### src/rtl/cfeb_hdr_pkg.sv
// Shared definitions for the CFEB per-sample serial header receiver:
// field bit positions, header length, FSM states and small decode helpers.
package cfeb_hdr_pkg;

    localparam int HDR_WORDS = 16;
    localparam int L1P_LSB   = 0;
    localparam int BLK_LSB   = 8;
    localparam int L1APH_BIT = 12;
    localparam int LCTPH_BIT = 13;
    localparam int SCAF_BIT  = 14;
    localparam int PAD_BIT   = 15;

    typedef enum logic [0:0] {
        IDLE    = 1'b0,
        COLLECT = 1'b1
    } hdr_state_e;

    typedef struct packed {
        logic [7:0] l1p;
        logic [3:0] blk;
        logic       l1a_phase;
        logic       lct_phase;
        logic       scafull;
        logic       pad;
    } hdr_fields_t;

    function automatic hdr_fields_t decode_hdr(input logic [HDR_WORDS-1:0] w);
        hdr_fields_t f;
        f.l1p       = w[L1P_LSB +: 8];
        f.blk       = w[BLK_LSB +: 4];
        f.l1a_phase = w[L1APH_BIT];
        f.lct_phase = w[LCTPH_BIT];
        f.scafull   = w[SCAF_BIT];
        f.pad       = w[PAD_BIT];
        return f;
    endfunction

    function automatic logic [3:0] sat_inc4(input logic [3:0] v);
        return (v == 4'hF) ? v : v + 4'd1;
    endfunction

endpackage

### src/rtl/cfeb_hdr_shreg.sv
// 16-bit header shadow shift register with word counter; done_o marks the
// 16th PUSH and word_o presents the completed word (including the current bit).
module cfeb_hdr_shreg
    import cfeb_hdr_pkg::*;
(
    input  logic                 clk_i,
    input  logic                 rst_n_i,
    input  logic                 push_i,
    input  logic                 din_i,
    input  logic                 last_i,
    output logic [HDR_WORDS-1:0] word_o,
    output logic                 done_o
);

    logic [HDR_WORDS-1:0] sh_q, sh_d;
    logic [3:0]           w_q, w_d;

    // Bits enter at the MSB, so after 16 pushes word 0 sits at bit 0.
    assign word_o = {din_i, sh_q[HDR_WORDS-1:1]};
    assign done_o = push_i && (w_q == 4'(HDR_WORDS - 1));

    always_comb begin
        sh_d = sh_q;
        w_d  = w_q;
        if (push_i) begin
            sh_d = word_o;
            w_d  = (done_o || last_i) ? 4'd0 : w_q + 4'd1;
        end
    end

    always_ff @(posedge clk_i or negedge rst_n_i) begin
        if (!rst_n_i) begin
            sh_q <= '0;
            w_q  <= '0;
        end else begin
            sh_q <= sh_d;
            w_q  <= w_d;
        end
    end

endmodule

### src/rtl/cfeb_hdr_rcvr.sv
// CFEB serial header receiver: FSM, sample/event counters, checks and output
// registers. Define HDR_CHK_EN to enable the pad and block-address checks.
module cfeb_hdr_rcvr
    import cfeb_hdr_pkg::*;
#(
    parameter int MAX_SMPS = 8
) (
    input  logic       CLK,
    input  logic       RST_B,
    input  logic       PUSH,
    input  logic       D13IN,
    input  logic       D14IN,
    input  logic       LASTWORD,
    input  logic       CLR_ERR,
    output logic       HDR_VLD,
    output logic [7:0] L1P,
    output logic [3:0] BLK_ADR,
    output logic       L1A_PHASE,
    output logic       LCT_PHASE,
    output logic       SCAFULL,
    output logic       OVLP,
    output logic [3:0] SMP_CNT,
    output logic       EVT_DONE,
    output logic [3:0] EVT_SMPS,
    output logic       ERR_PAD,
    output logic       ERR_BLK,
    output logic       ERR_LEN,
    output logic       DBG_STATE
);

    localparam logic [3:0] MAX_CNT = 4'(MAX_SMPS);

    logic [HDR_WORDS-1:0] sh_word;
    logic                 smp_done;
    hdr_fields_t          f;

    cfeb_hdr_shreg u_shreg (
        .clk_i   (CLK),
        .rst_n_i (RST_B),
        .push_i  (PUSH),
        .din_i   (D13IN),
        .last_i  (LASTWORD),
        .word_o  (sh_word),
        .done_o  (smp_done)
    );

    assign f = decode_hdr(sh_word);

    hdr_state_e  state_q, state_d;
    logic [7:0]  l1p_q, l1p_d;
    logic [3:0]  blk_q, blk_d;
    logic        l1aph_q, l1aph_d;
    logic        lctph_q, lctph_d;
    logic        scaf_q, scaf_d;
    logic        ovlp_q, ovlp_d;
    logic [3:0]  smp_cnt_q, smp_cnt_d;
    logic [3:0]  evt_smps_q, evt_smps_d;
    logic        hdr_vld_q, hdr_vld_d;
    logic        evt_done_q, evt_done_d;
    logic        err_pad_q, err_pad_d;
    logic        err_blk_q, err_blk_d;
    logic        err_len_q, err_len_d;

    logic        evt_end;
    logic [3:0]  cnt_inc;
    logic        pad_set;
    logic        blk_set;
    logic        len_set;

    assign evt_end = PUSH && LASTWORD;
    assign cnt_inc = sat_inc4(smp_cnt_q);
    // A LASTWORD that does not close a full sample is a short event.
    assign len_set = (smp_done && (cnt_inc > MAX_CNT)) || (evt_end && !smp_done);

`ifdef HDR_CHK_EN
    logic [3:0] blk0_q;

    always_ff @(posedge CLK or negedge RST_B) begin
        if (!RST_B) begin
            blk0_q <= '0;
        end else if (smp_done && (smp_cnt_q == 4'd0)) begin
            blk0_q <= f.blk;
        end
    end

    assign pad_set = smp_done && f.pad;
    assign blk_set = smp_done && (smp_cnt_q != 4'd0) && (f.blk != blk0_q);
`else
    logic unused_pad;
    assign unused_pad = f.pad;
    assign pad_set    = 1'b0;
    assign blk_set    = 1'b0;
`endif

    always_comb begin
        state_d    = state_q;
        l1p_d      = l1p_q;
        blk_d      = blk_q;
        l1aph_d    = l1aph_q;
        lctph_d    = lctph_q;
        scaf_d     = scaf_q;
        ovlp_d     = ovlp_q;
        smp_cnt_d  = smp_cnt_q;
        evt_smps_d = evt_smps_q;
        hdr_vld_d  = smp_done;
        evt_done_d = evt_end;

        if (smp_done) begin
            l1p_d     = f.l1p;
            blk_d     = f.blk;
            l1aph_d   = f.l1a_phase;
            lctph_d   = f.lct_phase;
            scaf_d    = f.scafull;
            ovlp_d    = !D14IN;
            smp_cnt_d = cnt_inc;
        end

        if (PUSH) begin
            state_d = evt_end ? IDLE : COLLECT;
        end

        if (evt_end) begin
            evt_smps_d = smp_done ? cnt_inc : smp_cnt_q;
            smp_cnt_d  = 4'd0;
        end

        // Set has priority over a simultaneous clear.
        err_pad_d = pad_set | (err_pad_q & ~CLR_ERR);
        err_blk_d = blk_set | (err_blk_q & ~CLR_ERR);
        err_len_d = len_set | (err_len_q & ~CLR_ERR);
    end

    always_ff @(posedge CLK or negedge RST_B) begin
        if (!RST_B) begin
            state_q    <= IDLE;
            l1p_q      <= '0;
            blk_q      <= '0;
            l1aph_q    <= 1'b0;
            lctph_q    <= 1'b0;
            scaf_q     <= 1'b0;
            ovlp_q     <= 1'b0;
            smp_cnt_q  <= '0;
            evt_smps_q <= '0;
            hdr_vld_q  <= 1'b0;
            evt_done_q <= 1'b0;
            err_pad_q  <= 1'b0;
            err_blk_q  <= 1'b0;
            err_len_q  <= 1'b0;
        end else begin
            state_q    <= state_d;
            l1p_q      <= l1p_d;
            blk_q      <= blk_d;
            l1aph_q    <= l1aph_d;
            lctph_q    <= lctph_d;
            scaf_q     <= scaf_d;
            ovlp_q     <= ovlp_d;
            smp_cnt_q  <= smp_cnt_d;
            evt_smps_q <= evt_smps_d;
            hdr_vld_q  <= hdr_vld_d;
            evt_done_q <= evt_done_d;
            err_pad_q  <= err_pad_d;
            err_blk_q  <= err_blk_d;
            err_len_q  <= err_len_d;
        end
    end

    assign HDR_VLD   = hdr_vld_q;
    assign L1P       = l1p_q;
    assign BLK_ADR   = blk_q;
    assign L1A_PHASE = l1aph_q;
    assign LCT_PHASE = lctph_q;
    assign SCAFULL   = scaf_q;
    assign OVLP      = ovlp_q;
    assign SMP_CNT   = smp_cnt_q;
    assign EVT_DONE  = evt_done_q;
    assign EVT_SMPS  = evt_smps_q;
    assign ERR_PAD   = err_pad_q;
    assign ERR_BLK   = err_blk_q;
    assign ERR_LEN   = err_len_q;
    assign DBG_STATE = state_q;

endmodule

### config.mk
export PLATFORM = sky130hd
export DESIGN_NAME = cfeb_hdr_rcvr
export DESIGN_NICKNAME = d
export VERILOG_FILES = /design/src/rtl/cfeb_hdr_pkg.sv /design/src/rtl/cfeb_hdr_shreg.sv /design/src/rtl/cfeb_hdr_rcvr.sv
export SDC_FILE = /design/constraint.sdc
export NUM_CORES = 1
export LEC_CHECK = 0
export BUFFER_PORTS_ARGS = -buffer_cell sky130_fd_sc_hd__buf_4
export CAP_MARGIN = 10
export CELL_PAD_IN_SITES_DETAIL_PLACEMENT = 1
export CELL_PAD_IN_SITES_GLOBAL_PLACEMENT = 1
export CORE_MARGIN = 4
export CORE_UTILIZATION = 40
export CTS_BUF_LIST = sky130_fd_sc_hd__clkbuf_16
export CTS_CLUSTER_DIAMETER = 150
export DETAILED_ROUTE_END_ITERATION = 12
export PLACE_DENSITY = 0.73
export SLEW_MARGIN = 30
export SYNTH_ARGS = -nofsm -noshare
export SYNTH_HDL_FRONTEND = slang
export SYNTH_SLANG_ARGS = --single-unit
### constraint.sdc
create_clock -name CLK -period 3.4 [get_ports CLK]
set_input_delay 0.85 -clock CLK [delete_from_list [all_inputs] [get_ports CLK]]
set_output_delay 0.85 -clock CLK [all_outputs]
set_load 0.01 [all_outputs]
==> reports/results.ini <==
[synth]
synth_mux_area_frac = 0.1182
synth_compound_area_frac = 0.05718
yosysWarnings = 0
syn_nets = 181
synthXorXnorAreaFrac = 0.004447
synthDistinctLibCells = 28
synth_top_area_share = 0.6226
syn_area_sq_um = 1969
netlist_instances = 172
synth_common_cells = nand2_1 (54), dfrtp_1 (49), mux2_2 (18), buf_2 (6), inv_1 (6)
synth_seq_cells = 49
synth_simple_gate_area_share = 0.1557
yosys.area.top_type = dfrtp_1
async_flop_share = 1.000
synth_edf_count = 0
synth_top_family_by_area = simple AND/OR/NAND/NOR gates
synth-main-ff-cell = dfrtp_1
seq_area_frac_synth = 0.6226
synthTopCellsByArea = dfrtp_1 (62%), mux2_2 (10%), nand2_1 (10%), buf_2 (1.5%), mux2i_1 (1.5%)
postSynthAreaPerCell_sq_um = 11.45
synthAdderAreaFrac = 0.01271
synth_most_common_cell = nand2_1

[finish]
layout.nets = 218
area_delta_synth_final_pct = 24.59
regArea_sq_um = 1226
drive_above_1_share = 0.3158
num_antenna_cells = 0
multiInputGateArea_sq_um = 685.7
fill_cells = 528
utilization = 0.5161

[floorplanning]
num_io_pins = 37
fp.dieH_um = 78.17
coreArea_sq_um = 4755
rows = 25
die-area_sq_um = 6110
initial_core_util = 0.4142
die_w_um = 78.17

[timing]
finalCritPeriodShare = 0.6243
worst_slew_pin_slew_ns = 0.6158
hold_viol_final = 0
slew_headroom = 0.5895
holdWs_ns = 0.4761
rsz0062_at_grt = false
fin_worst_skew_ns = 0.003855
fmax_mhz = 471.1
post-route-min-period_ns = 2.123
drv_slew = 0
setup_violations = 0
finalSetupTns_ns = 0

[flow_run]
maxCapViolations = 0

[power_and_ir_drop]
internal_power_uw = 1125
ir_drop_mv = 0.2862
power.total_uw = 1475
swShare = 0.2369
pwr-share-seq = 0.513
power_density_nw_per_um2 = 601.0
switching_power_uw = 349.3
p_leak_uw = 0.001238
p_comb_frac = 0.125
clockPowerShare = 0.362

[route]
routed_wl_mm = 4.194
drc_errors = 0
ant_nets = 0
drtPass1Iterations = 4
vias = 1377
viasPerCell = 4.989
wl_per_cell_um = 15.20
drtIter0Drc = 68

[worst_setup_path]
worstPathRequired_ns = 3.54
crit_slowest_cell = nand4_4
crit_type = input port to flip-flop
critPathMaxStageDelay_ns = 0.42
reg2reg_setup_slack_ns = 1.46
cp_max_fo = 25
crit_start = PUSH
crit_chain = buf_4, nand4_4, a31oi_4, mux2i_1, o21ai_1
reg2reg_to = EVT_SMPS[1]
cp.arrival_ns = 2.27
end_kind = flip-flop
r2r_start = u_shreg.w_q[0]
r2r_cells = 5
startpoint_type = input port

[clock_tree]
post-cts-setup-buffer-count = 0
clkSinkCount = 49
cts_tree = done
cts_made_buffers = 5
clk_pin_slew_ns = 0.06
ctsResizeCount = 0
cts_root_buf = clkbuf_16
cts_htree_levels = 2
ctsLongestPathBuffers = 2
hold_buffers = 0
clk_latency_ns = 0.28

[global_route]
grtUsageMet3 = 0.04931
grt_pass1_wl_mm = 7.383
overflow = 0
grt_pass1_vias = 1494
busiest_layer = met2
grtUsageMet1 = 0.1934
antenna_found_initial = 0
grt_util_all_layers = 0.1507
use_met2 = 0.2449
grt_max_degree = 50

[place]
dpl.hpwl_mm = 2.892
portBuffers = 36
place_congestion = 0.7292

[worst_hold_path]
min_path_cells = 2
hold_end = L1P[4]
hold_class = flip-flop to flip-flop
worstHoldStart = L1P[4]

[run_status]
outcome = complete, no violations

## critical path: cells and delay by family
family,cells,cell delay [ns]
AOI/OAI and AO/OA,2,0.43
and+or+nand+nor,1,0.42
muxes,1,0.27
buffers and inverters,1,0.29
## power groups by stage
| stage | clock [uW] | sequential [uW] | combinational, uW |
|---|---|---|---|
| finish | 534 | 757 | 184 |
| global route | 574 | 768 | 209 |
| CTS | 549 | 756 | 189 |
| detailed placement | 0 | 765 | 187 |
| global placement | 0 | 756 | 176 |
| floorplan | 0 | 751 | 112 |
## flip-flops by register name (all words and copies together), names as in the netlist
register	flops
u_shreg.sh_q	15
L1P	8
BLK_ADR	4
EVT_SMPS	4
SMP_CNT	4
u_shreg.w_q	4
DBG_STATE	1
ERR_BLK	1
ERR_LEN	1
ERR_PAD	1
EVT_DONE	1
HDR_VLD	1
L1A_PHASE	1
LCT_PHASE	1
OVLP	1
SCAFULL	1
## stage by stage
| stage | cells | setup slack [ns] | area (sq um) |
|---|---|---|---|
| finish | 276 | 1.277 | 2454 |
| floorplan | 172 | 1.658 | 1969 |
| CTS | 276 | 1.264 | 2454 |
| global route | 276 | 1.098 | 2454 |
| global placement | 269 | 1.054 | 2293 |
| detailed placement | 269 | 0.9684 | 2293 |
## how the worst max path moves through the flow
| stage | cells after the start | slack, ns | endpoint |
|---|---|---|---|
| floorplan | 5 | 1.66 | EVT_SMPS[1] |
| global placement | 5 | 1.05 | u_shreg.w_q[0] |
| detailed placement | 5 | 0.97 | u_shreg.w_q[0] |
| CTS | 5 | 1.26 | EVT_SMPS[1] |
| global route | 5 | 1.10 | EVT_SMPS[1] |
| finish | 5 | 1.28 | EVT_SMPS[1] |
## cells by family after synthesis
group / count (synthesis)
AND/OR/NAND/NOR: 70
flip-flops: 49
multiplexers: 21
AO/OA/AOI/OAI: 16
buffers and inverters: 13
adder cells (fa/ha/maj): 2
XOR/XNOR: 1
## layout make-up
| type | instances | share of cell area |
|---|---|---|
| clock inverters | 2 | 0.01428 |
| multi-input cells | 110 | 0.2794 |
| repair buffers | 36 | 0.1101 |
| clock buffers | 5 | 0.05099 |
| flip-flops and latches | 49 | 0.4997 |
| inverters | 7 | 0.01122 |
| well taps | 67 | 0.03417 |
## placed cells by master (no fill, tap or decap), types with 3 or more instances in the layout
master	synthesis	layout
buf_4	0	36
clkbuf_16	0	5
dfrtp_1	49	49
inv_1	6	6
mux2_2	18	18
mux2i_1	3	3
nand2_1	54	54
nor2_1	5	5
o21ai_0	3	3
o21ai_1	3	3
o22ai_1	3	3
## metal layers
layer | part of all wire | vias up | wire (um)
li1 | - | 644 | -
met5 | 0 | - | 0
met4 | 0.0088 | 0 | 37
met3 | 0.055 | 4 | 232
met2 | 0.50 | 29 | 2098
met1 | 0.44 | 700 | 1825
Power figures use the tool's default switching activity.
